==> src/rtl/mini_proc_pkg.sv <==
// Shared constants for the mini ALU sequencer: ALU opcodes, FSM encoding and
// the layout of the 11-bit instruction word.
package mini_proc_pkg;

    localparam int INSTR_W = 11;

    localparam logic [1:0] OP_ADD = 2'b00;
    localparam logic [1:0] OP_SUB = 2'b01;
    localparam logic [1:0] OP_AND = 2'b10;
    localparam logic [1:0] OP_OR  = 2'b11;

    localparam int OP_HI       = 10;
    localparam int OP_LO       = 9;
    localparam int SRC_ACC_BIT = 8;
    localparam int A_HI        = 7;
    localparam int A_LO        = 4;
    localparam int B_HI        = 3;
    localparam int B_LO        = 0;

    typedef enum logic [1:0] {
        ST_IDLE    = 2'd0,
        ST_ISSUE   = 2'd1,
        ST_CAPTURE = 2'd2,
        ST_DONE    = 2'd3
    } state_t;

endpackage

==> src/rtl/mini_prog_mem.sv <==
// Program store: DEPTH x INSTR_W register file, cleared on reset, written
// synchronously and read combinationally at the current pc.
module mini_prog_mem
    import mini_proc_pkg::*;
#(
    parameter int DEPTH = 8,
    parameter int AW    = 3
) (
    input  logic               clk,
    input  logic               rst,
    input  logic               we,
    input  logic [AW-1:0]      waddr,
    input  logic [INSTR_W-1:0] wdata,
    input  logic [AW-1:0]      raddr,
    output logic [INSTR_W-1:0] rdata
);

    logic [DEPTH-1:0][INSTR_W-1:0] mem_q, mem_d;

    always_comb begin
        mem_d = mem_q;
        if (we) mem_d[waddr] = wdata;
    end

    always_ff @(posedge clk or posedge rst) begin
        if (rst) mem_q <= '0;
        else     mem_q <= mem_d;
    end

    assign rdata = mem_q[raddr];

endmodule

==> src/rtl/mini_alu_sequencer.sv <==
// Runs a stored program through an external combinational ALU, one
// instruction per ISSUE/CAPTURE pair, chaining results through acc.
module mini_alu_sequencer
    import mini_proc_pkg::*;
#(
    parameter int DEPTH = 8,
    parameter int AW    = 3
) (
    input  logic               clk,
    input  logic               rst,
    input  logic               prog_we,
    input  logic [AW-1:0]      prog_addr,
    input  logic [INSTR_W-1:0] prog_data,
    input  logic [AW:0]        prog_len,
    input  logic               start,
    output logic               busy,
    output logic               done,
    output logic [3:0]         alu_a,
    output logic [3:0]         alu_b,
    output logic [1:0]         alu_ctrl,
    input  logic [3:0]         alu_result,
    output logic [3:0]         acc,
    output logic [3:0]         led
);

    state_t             state_q, state_d;
    logic [AW-1:0]      pc_q, pc_d;
    logic [AW:0]        len_q, len_d;
    logic [3:0]         acc_q, acc_d;
    logic [3:0]         a_q, a_d;
    logic [3:0]         b_q, b_d;
    logic [1:0]         ctrl_q, ctrl_d;
    logic               busy_q, busy_d;
    logic               done_q, done_d;
    logic               mem_we;
    logic               last_instr;
    logic [INSTR_W-1:0] instr;

    mini_prog_mem #(.DEPTH(DEPTH), .AW(AW)) u_mem (
        .clk   (clk),
        .rst   (rst),
        .we    (mem_we),
        .waddr (prog_addr),
        .wdata (prog_data),
        .raddr (pc_q),
        .rdata (instr)
    );

    // Writes only land while no program is executing.
    assign mem_we     = prog_we && (state_q == ST_IDLE || state_q == ST_DONE);
    assign last_instr = ({1'b0, pc_q} + (AW+1)'(1)) == len_q;

    always_comb begin
        state_d = state_q;
        pc_d    = pc_q;
        len_d   = len_q;
        acc_d   = acc_q;
        a_d     = a_q;
        b_d     = b_q;
        ctrl_d  = ctrl_q;
        case (state_q)
            ST_IDLE: begin
                if (start) begin
                    if (prog_len != '0) begin
                        len_d   = (prog_len > (AW+1)'(DEPTH)) ? (AW+1)'(DEPTH) : prog_len;
                        pc_d    = '0;
                        state_d = ST_ISSUE;
                    end else begin
                        state_d = ST_DONE;
                    end
                end
            end
            ST_ISSUE: begin
                ctrl_d  = instr[OP_HI:OP_LO];
                b_d     = instr[B_HI:B_LO];
                a_d     = instr[SRC_ACC_BIT] ? acc_q : instr[A_HI:A_LO];
                state_d = ST_CAPTURE;
            end
            ST_CAPTURE: begin
                acc_d = alu_result;
                if (last_instr) begin
                    state_d = ST_DONE;
                end else begin
                    pc_d    = pc_q + AW'(1);
                    state_d = ST_ISSUE;
                end
            end
            default: state_d = ST_IDLE;
        endcase
        busy_d = (state_d == ST_ISSUE) || (state_d == ST_CAPTURE);
        done_d = (state_d == ST_DONE);
    end

    always_ff @(posedge clk or posedge rst) begin
        if (rst) begin
            state_q <= ST_IDLE;
            pc_q    <= '0;
            len_q   <= '0;
            acc_q   <= '0;
            a_q     <= '0;
            b_q     <= '0;
            ctrl_q  <= '0;
            busy_q  <= 1'b0;
            done_q  <= 1'b0;
        end else begin
            state_q <= state_d;
            pc_q    <= pc_d;
            len_q   <= len_d;
            acc_q   <= acc_d;
            a_q     <= a_d;
            b_q     <= b_d;
            ctrl_q  <= ctrl_d;
            busy_q  <= busy_d;
            done_q  <= done_d;
        end
    end

    assign busy     = busy_q;
    assign done     = done_q;
    assign alu_a    = a_q;
    assign alu_b    = b_q;
    assign alu_ctrl = ctrl_q;
    assign acc      = acc_q;
    assign led      = acc_q;

endmodule
==> config.mk <==
export PLATFORM = sky130hd
export DESIGN_NAME = mini_alu_sequencer
export DESIGN_NICKNAME = d
export VERILOG_FILES = /design/src/rtl/mini_proc_pkg.sv /design/src/rtl/mini_prog_mem.sv /design/src/rtl/mini_alu_sequencer.sv
export SDC_FILE = /design/constraint.sdc
export NUM_CORES = 1
export LEC_CHECK = 0
export ABC_AREA = 1
export ABC_CLOCK_PERIOD_IN_PS = 4200
export CORE_MARGIN = 1
export CORE_UTILIZATION = 30
export CTS_CLUSTER_SIZE = 40
export DETAILED_ROUTE_END_ITERATION = 16
export PLACE_DENSITY = 0.47
export SETUP_SLACK_MARGIN = 0.15
export SYNTH_ARGS = -nofsm -noshare
export SYNTH_HDL_FRONTEND = slang
export SYNTH_SLANG_ARGS = --single-unit
==> constraint.sdc <==
create_clock -name clk -period 4.2 [get_ports clk]
set_input_delay 0.84 -clock clk [delete_from_list [all_inputs] [get_ports clk]]
set_output_delay 0.84 -clock clk [all_outputs]
set_load 0.03 [all_outputs]
## Yosys cells after proc, flatten, opt, wreduce, memory -nomap -nowiden

Index checks and enable logic that the tools add are counted.
W data, S select, Z words.

- Bits of input ports: 26
- Output and inout bits: 20
- Register bits after elaboration: 113

- Magnitude comparators: 4
- Reductions and logical operators: 9
- Add/sub/neg operators: 2
- Equal/unequal tests: 10
- Muxes and demuxes: 15

Operator list:

| kind | number |
|---|---|
| $bwmux W88 | 1 |
| $bmux W11 S3 | 1 |
| $demux W11 S3 | 1 |
| $mux W11 | 2 |
| $mux W3 | 3 |
| $eq A2 B2 Y1 const B | 4 |
| $lt A3 B4 Y1 const B | 2 |
| $mux W4 | 2 |
| $mux W2 | 3 |
| $pmux W2 S3 | 1 |
| $pmux W3 S2 | 1 |
| $add A3 B1 Y4 const B | 1 |
| $eq A2 B1 Y1 const B | 2 |
| $eq A4 B4 Y1 | 1 |
| $gt A4 B4 Y1 const B | 1 |
| $ne A2 B2 Y1 const B | 2 |
| $reduce_and A4 Y1 | 1 |
| $reduce_bool A4 Y1 | 1 |
| $add A3 B1 Y3 const B | 1 |
| $ge A3 B1 Y1 const B | 1 |
| $reduce_and A3 Y1 | 1 |
| $logic_and A1 B1 Y1 | 2 |
| $logic_not A2 Y1 | 1 |
| $logic_or A1 B1 Y1 | 2 |
| 2 further kinds | 2 |

## Depth between registers and ports, before layout

- Depth after elaboration: 6
- Depth in mapped cells: 11

## Hierarchy

From an unflattened synthesis, not the netlist that was laid out.

- Cell total of the unflattened synthesis: 743
- Area total of the unflattened synthesis: 5625.4 µm²

Modules (own cells, without submodules):

| module | sequential area each (µm²) | cells each | times used | area each (µm²) |
|---|---|---|---|---|
| mini_prog_mem | 2202.1 | 602 | 1 | 4364.2 |
| mini_alu_sequencer | 625.6 | 141 | 1 | 1261.2 |

## Least setup slack after synthesis

OpenSTA, ideal clock, no wires.

- Path kind: input to register
- From: input prog_len[0]
- To: register busy_q (netlist: busy)
- Setup slack: 2.502 ns
- Setup time: 0.126 ns
- Buffers on the path: 0
- Arrival time: 1.572 ns
- Data required time: 4.074 ns
- Stages on the path: 4
- Path through: nor3_1 a41oi_1 a21oi_1 ha_1

- Cells in the longest elaborated chain, start to end: 6

Ends and longest elaborated chain:

| what | RTL line | text |
|---|---|---|
| from (decl) | mini_alu_sequencer.sv:14 | `input logic [AW:0] prog_len,` |
| $reduce_bool A4 Y1 (*) | mini_alu_sequencer.sv:64 | `if (prog_len != '0) begin` |
| $mux W2 (*) | mini_alu_sequencer.sv:64 |  |
| $mux W2 (*) | mini_alu_sequencer.sv:63 | `if (start) begin` |
| $pmux W2 S3 (*) | mini_alu_sequencer.sv:61 | `case (state_q)` |
| named net state_d[1] | mini_alu_sequencer.sv:26 | `state_t state_q, state_d;` |
| $eq A2 B1 Y1 or $eq A2 B2 Y1 (tied branches) | mini_alu_sequencer.sv:90 | `busy_d = (state_d == ST_ISSUE) \|\| (state_d == ST_CAPTURE);` |
| $logic_or A1 B1 Y1 (*) | mini_alu_sequencer.sv:90 |  |
| named net busy_d | mini_alu_sequencer.sv:33 | `logic busy_q, busy_d;` |
| to (signal assigned) | mini_alu_sequencer.sv:113 | `busy_q <= busy_d;` |
| to (decl) | mini_alu_sequencer.sv:33 |  |

Mark *: on every way through the listed nets, which the timed path passes. The rest lies on a longest branch.
A chain may end at the register's enable or synchronous reset.

## Final worst setup path

- From: register pc_q[0]
- To: register busy_q (netlist: busy)

- Cells in the longest elaborated chain, start to end: 6

Ends and longest elaborated chain:

| what | RTL line | text |
|---|---|---|
| from (decl) | mini_alu_sequencer.sv:27 | `logic [AW-1:0] pc_q, pc_d;` |
| from (signal assigned) | mini_alu_sequencer.sv:107 | `pc_q <= pc_d;` |
| $add A3 B1 Y4 (*) | mini_alu_sequencer.sv:51 | `assign last_instr = ({1'b0, pc_q} + (AW+1)'(1)) == len_q;` |
| $eq A4 B4 Y1 (*) | mini_alu_sequencer.sv:51 |  |
| $mux W2 (*) | mini_alu_sequencer.sv:81 | `if (last_instr) begin` |
| $pmux W2 S3 (*) | mini_alu_sequencer.sv:61 |  |
| named net state_d[1] | mini_alu_sequencer.sv:26 |  |
| $eq A2 B1 Y1 or $eq A2 B2 Y1 (tied branches) | mini_alu_sequencer.sv:90 |  |
| $logic_or A1 B1 Y1 (*) | mini_alu_sequencer.sv:90 |  |
| named net busy_d | mini_alu_sequencer.sv:33 |  |

Marks and branches as above.

==> impl_metrics.yaml <==
sta:
  final_hold_viol_count: 0
  rsz0062_at_grt: "false"
  slew-limit-headroom_pct: 36.8
  slew_violations: 0
  worst_pin_slew_ns: 0.948
  fmax_mhz: 375
  post-route-period-util_pct: 63.5
  finClkSkew_ns: 0.00856
  tns_ns: 0
  setup-violations-final: 0
  fin_crit_ns: 2.67
final_layout:
  filler_cell_count: 1817
  multi_input_area_sq_um: 2050
  ff_latch_area_sq_um: 2830
  mostFrequentLayoutCells: "215 x nand2_1, 113 x dfrtp_1, 99 x o21ai_0, 71 x inv_1, 45 x clkdlybuf4s50_1"
  final_util_pct: 37.4
  drive_gt1_share_pct: 6.15
  final_area_sq_um: 6510
  diodes: 0
  area_growth_pct: 20.9
  final_common_cell: "nand2_1"
  nNetsFinal: 735
floorplanning:
  die_w_microns: 136
  placementRows: 48
  start_util_pct: 30.9
  die_y_microns: 136
  core-area_sq_um: 17400
  dieArea_sq_um: 18500
  pin_count: 46
hold_path:
  worstHoldPathType: "reg2reg"
grt:
  antenna_found_initial: 0
  grt_first_pass_wirelength_mm: 23.6
  first_global_vias: 4388
  grt_usage_pct: 17.1
  overflow: 0
  grt_start_max_net_pins: 81
route:
  post-route-drc-count: 0
  drtAntennaViolNets: 0
  wl_per_cell_microns: 15.3
  drt-initial-drc-count: 256
  via_per_inst: 4.73
  wl_mm: 14.4
  vias: 4448
  firstDrtPassIters: 5
cts:
  post_cts_resized: 0
  cts_hold_buf: 0
  cts_root_buf: "clkbuf_16"
  htreeDepth: 4
  numCtsBuffers: 17
  cts_tree: "yes"
  cts_sinks: 113
  clock_path_buffers: 2
  postCtsSetupBuffers: 0
  worstSkewPairLatency_ns: 0.42
  path_clk_slew_ns: 0.05
worst_setup_path:
  cpPeakStageDelay_ns: 0.96
  setup.worst_path.end_class: "flop"
  path_max_fanout: 33
  cp_cell_sequence: "buf_4 -> nand3_1 -> xor2_1 -> nand3_2 -> a21oi_1 -> ha_1"
  cp_top_family: "flip-flops"
  critPathBufInv: 1
  path_class: "reg2reg"
  critPathArrivalTime_ns: 2.96
  startpoint_type: "flop"
  slowest_stage: "dfrtp_1"
  worst_ep_required_time_ns: 4.49
synthesis:
  syn_nets: 705
  ys_types: 27
  netlist_area_sq_um: 5380
  yosysWarnings: 0
  seq_area_frac_synth_pct: 52.5
  ys_ff_latch: 113
  syn_area_per_cell_sq_um: 8.00
  synth_cells: 673
place:
  placed_cell_area_sq_um: 5940
  gp_congestion: 0.758
  port-buffer-count: 45
  dp.final_hpwl_mm: 9.26
pwr:
  cellPowerDensity_nw_per_um2: 760
  vdd_drop_max_v: 0.000321
  p_leak_nw: 3.11
outcome:
  status: "finished, final reports clean"
flow_run:
  drv_cap: 0
[routing by layer]
| metal | share of wire, % | GRT usage, % | vias up |
|---|---|---|---|
| met5 | 0 | 0 | - |
| met2 | 47 | 27.8 | 97 |
| li1 | - | - | 2199 |
| met1 | 48 | 22.7 | 2137 |
| met3 | 3.8 | 3.21 | 15 |
| met4 | 1.2 | 6.17 | 0 |
[cell usage after synthesis]
| cell | count | area (sq um) |
|---|---|---|
| nand2_1 | 215 | 807 |
| dfrtp_1 | 113 | 2830 |
| o21ai_0 | 99 | 495 |
| inv_1 | 72 | 270 |
| nand3_1 | 39 | 195 |
| nor2_1 | 36 | 135 |
| buf_2 | 19 | 95.1 |
| a21oi_1 | 16 | 80.1 |
| o211ai_1 | 13 | 97.6 |
| buf_4 | 8 | 60.1 |
| clkbuf_1 | 7 | 26.3 |
| o21ai_1 | 7 | 35.0 |
| ha_1 | 6 | 75.1 |
| clkbuf_2 | 3 | 15.0 |
| nor3_2 | 3 | 30.0 |
| o22ai_1 | 3 | 18.8 |
| buf_6 | 2 | 22.5 |
| nor2_2 | 2 | 12.5 |
| xor2_1 | 2 | 17.5 |
| a41oi_1 | 1 | 8.76 |
| buf_8 | 1 | 15.0 |
| inv_2 | 1 | 3.75 |
| nand2_2 | 1 | 6.26 |
| nand3_2 | 1 | 10.0 |
| nand3b_1 | 1 | 7.51 |
| nor3_1 | 1 | 5.00 |
| xnor2_1 | 1 | 8.76 |
[power by group]
group,switching (mW),internal [mW]
Sequential,0.281,1.59
Clock,0.487,0.875
Combinational,1.07,0.639
[final cells by class]
type / count / share of cell area (%)
Timing Repair Buffer: 51 / 7.81
Tap cell: 225 / 4.33
Clock inverter: 4 / 0.308
Multi-Input combinational cell: 447 / 31.4
Sequential cell: 113 / 43.5
Inverter: 73 / 4.25
Clock buffer: 28 / 8.40
[final timing paths]
check                             endpoint            start  slack, ns  depth (start not counted)
max                                   busy          pc_q[0]       1.53                          6
max reg2reg                           busy          pc_q[0]       1.53                          6
min in group asynchronous      alu_ctrl[0]              rst       0.80                          2
min                        u_mem.mem_q[21]  u_mem.mem_q[21]       0.48                          2
max in group asynchronous  u_mem.mem_q[52]              rst       2.58                          3
min reg2reg                u_mem.mem_q[21]  u_mem.mem_q[21]       0.48                          2
[cell families (layout without fill, tap and decap cells)]
group                    count (synthesis)  count (layout)  synth area share, %
flip-flops                             113             113                 52.5
AND/OR/NAND/NOR                        299             299                 22.5
buffers and inverters                  113             156                 9.44
XOR/XNOR                                 3               3                0.488
adder cells (fa/ha/maj)                  6               6                 1.39
AO/OA/AOI/OAI                          139             139                 13.7
[through the flow]
stage | setup WS [ns] | hold WS, ns | power, mW | std cells
final | 1.53 | 0.483 | 4.94 | 941
after global routing | 1.31 | 0.492 | 5.33 | 941
after CTS | 1.53 | 0.484 | 4.98 | 941
after detailed placement | 1.36 | 0.470 | 3.60 | 909
after global placement | 1.44 | 0.463 | 3.56 | 909
after floorplan | 0.373 | 0.448 | 3.08 | 673
[sequential cells by signal, summed over array words and instances (netlist names)]
signal       cells
busy             1
pc_q             3
acc              4
done             1
alu_ctrl         2
alu_a            4
len_q            4
u_mem.mem_q     88
state_q          2
alu_b            4
[worst reg2reg max path: stages (launching register included)]
cell and delay (ns):
dfrtp_1 0.96, buf_4 0.50, nand3_1 0.17, xor2_1 0.22, nand3_2 0.18, a21oi_1 0.27
ha_1 0.27
Note: power is estimated with default switching activity, not from simulation.
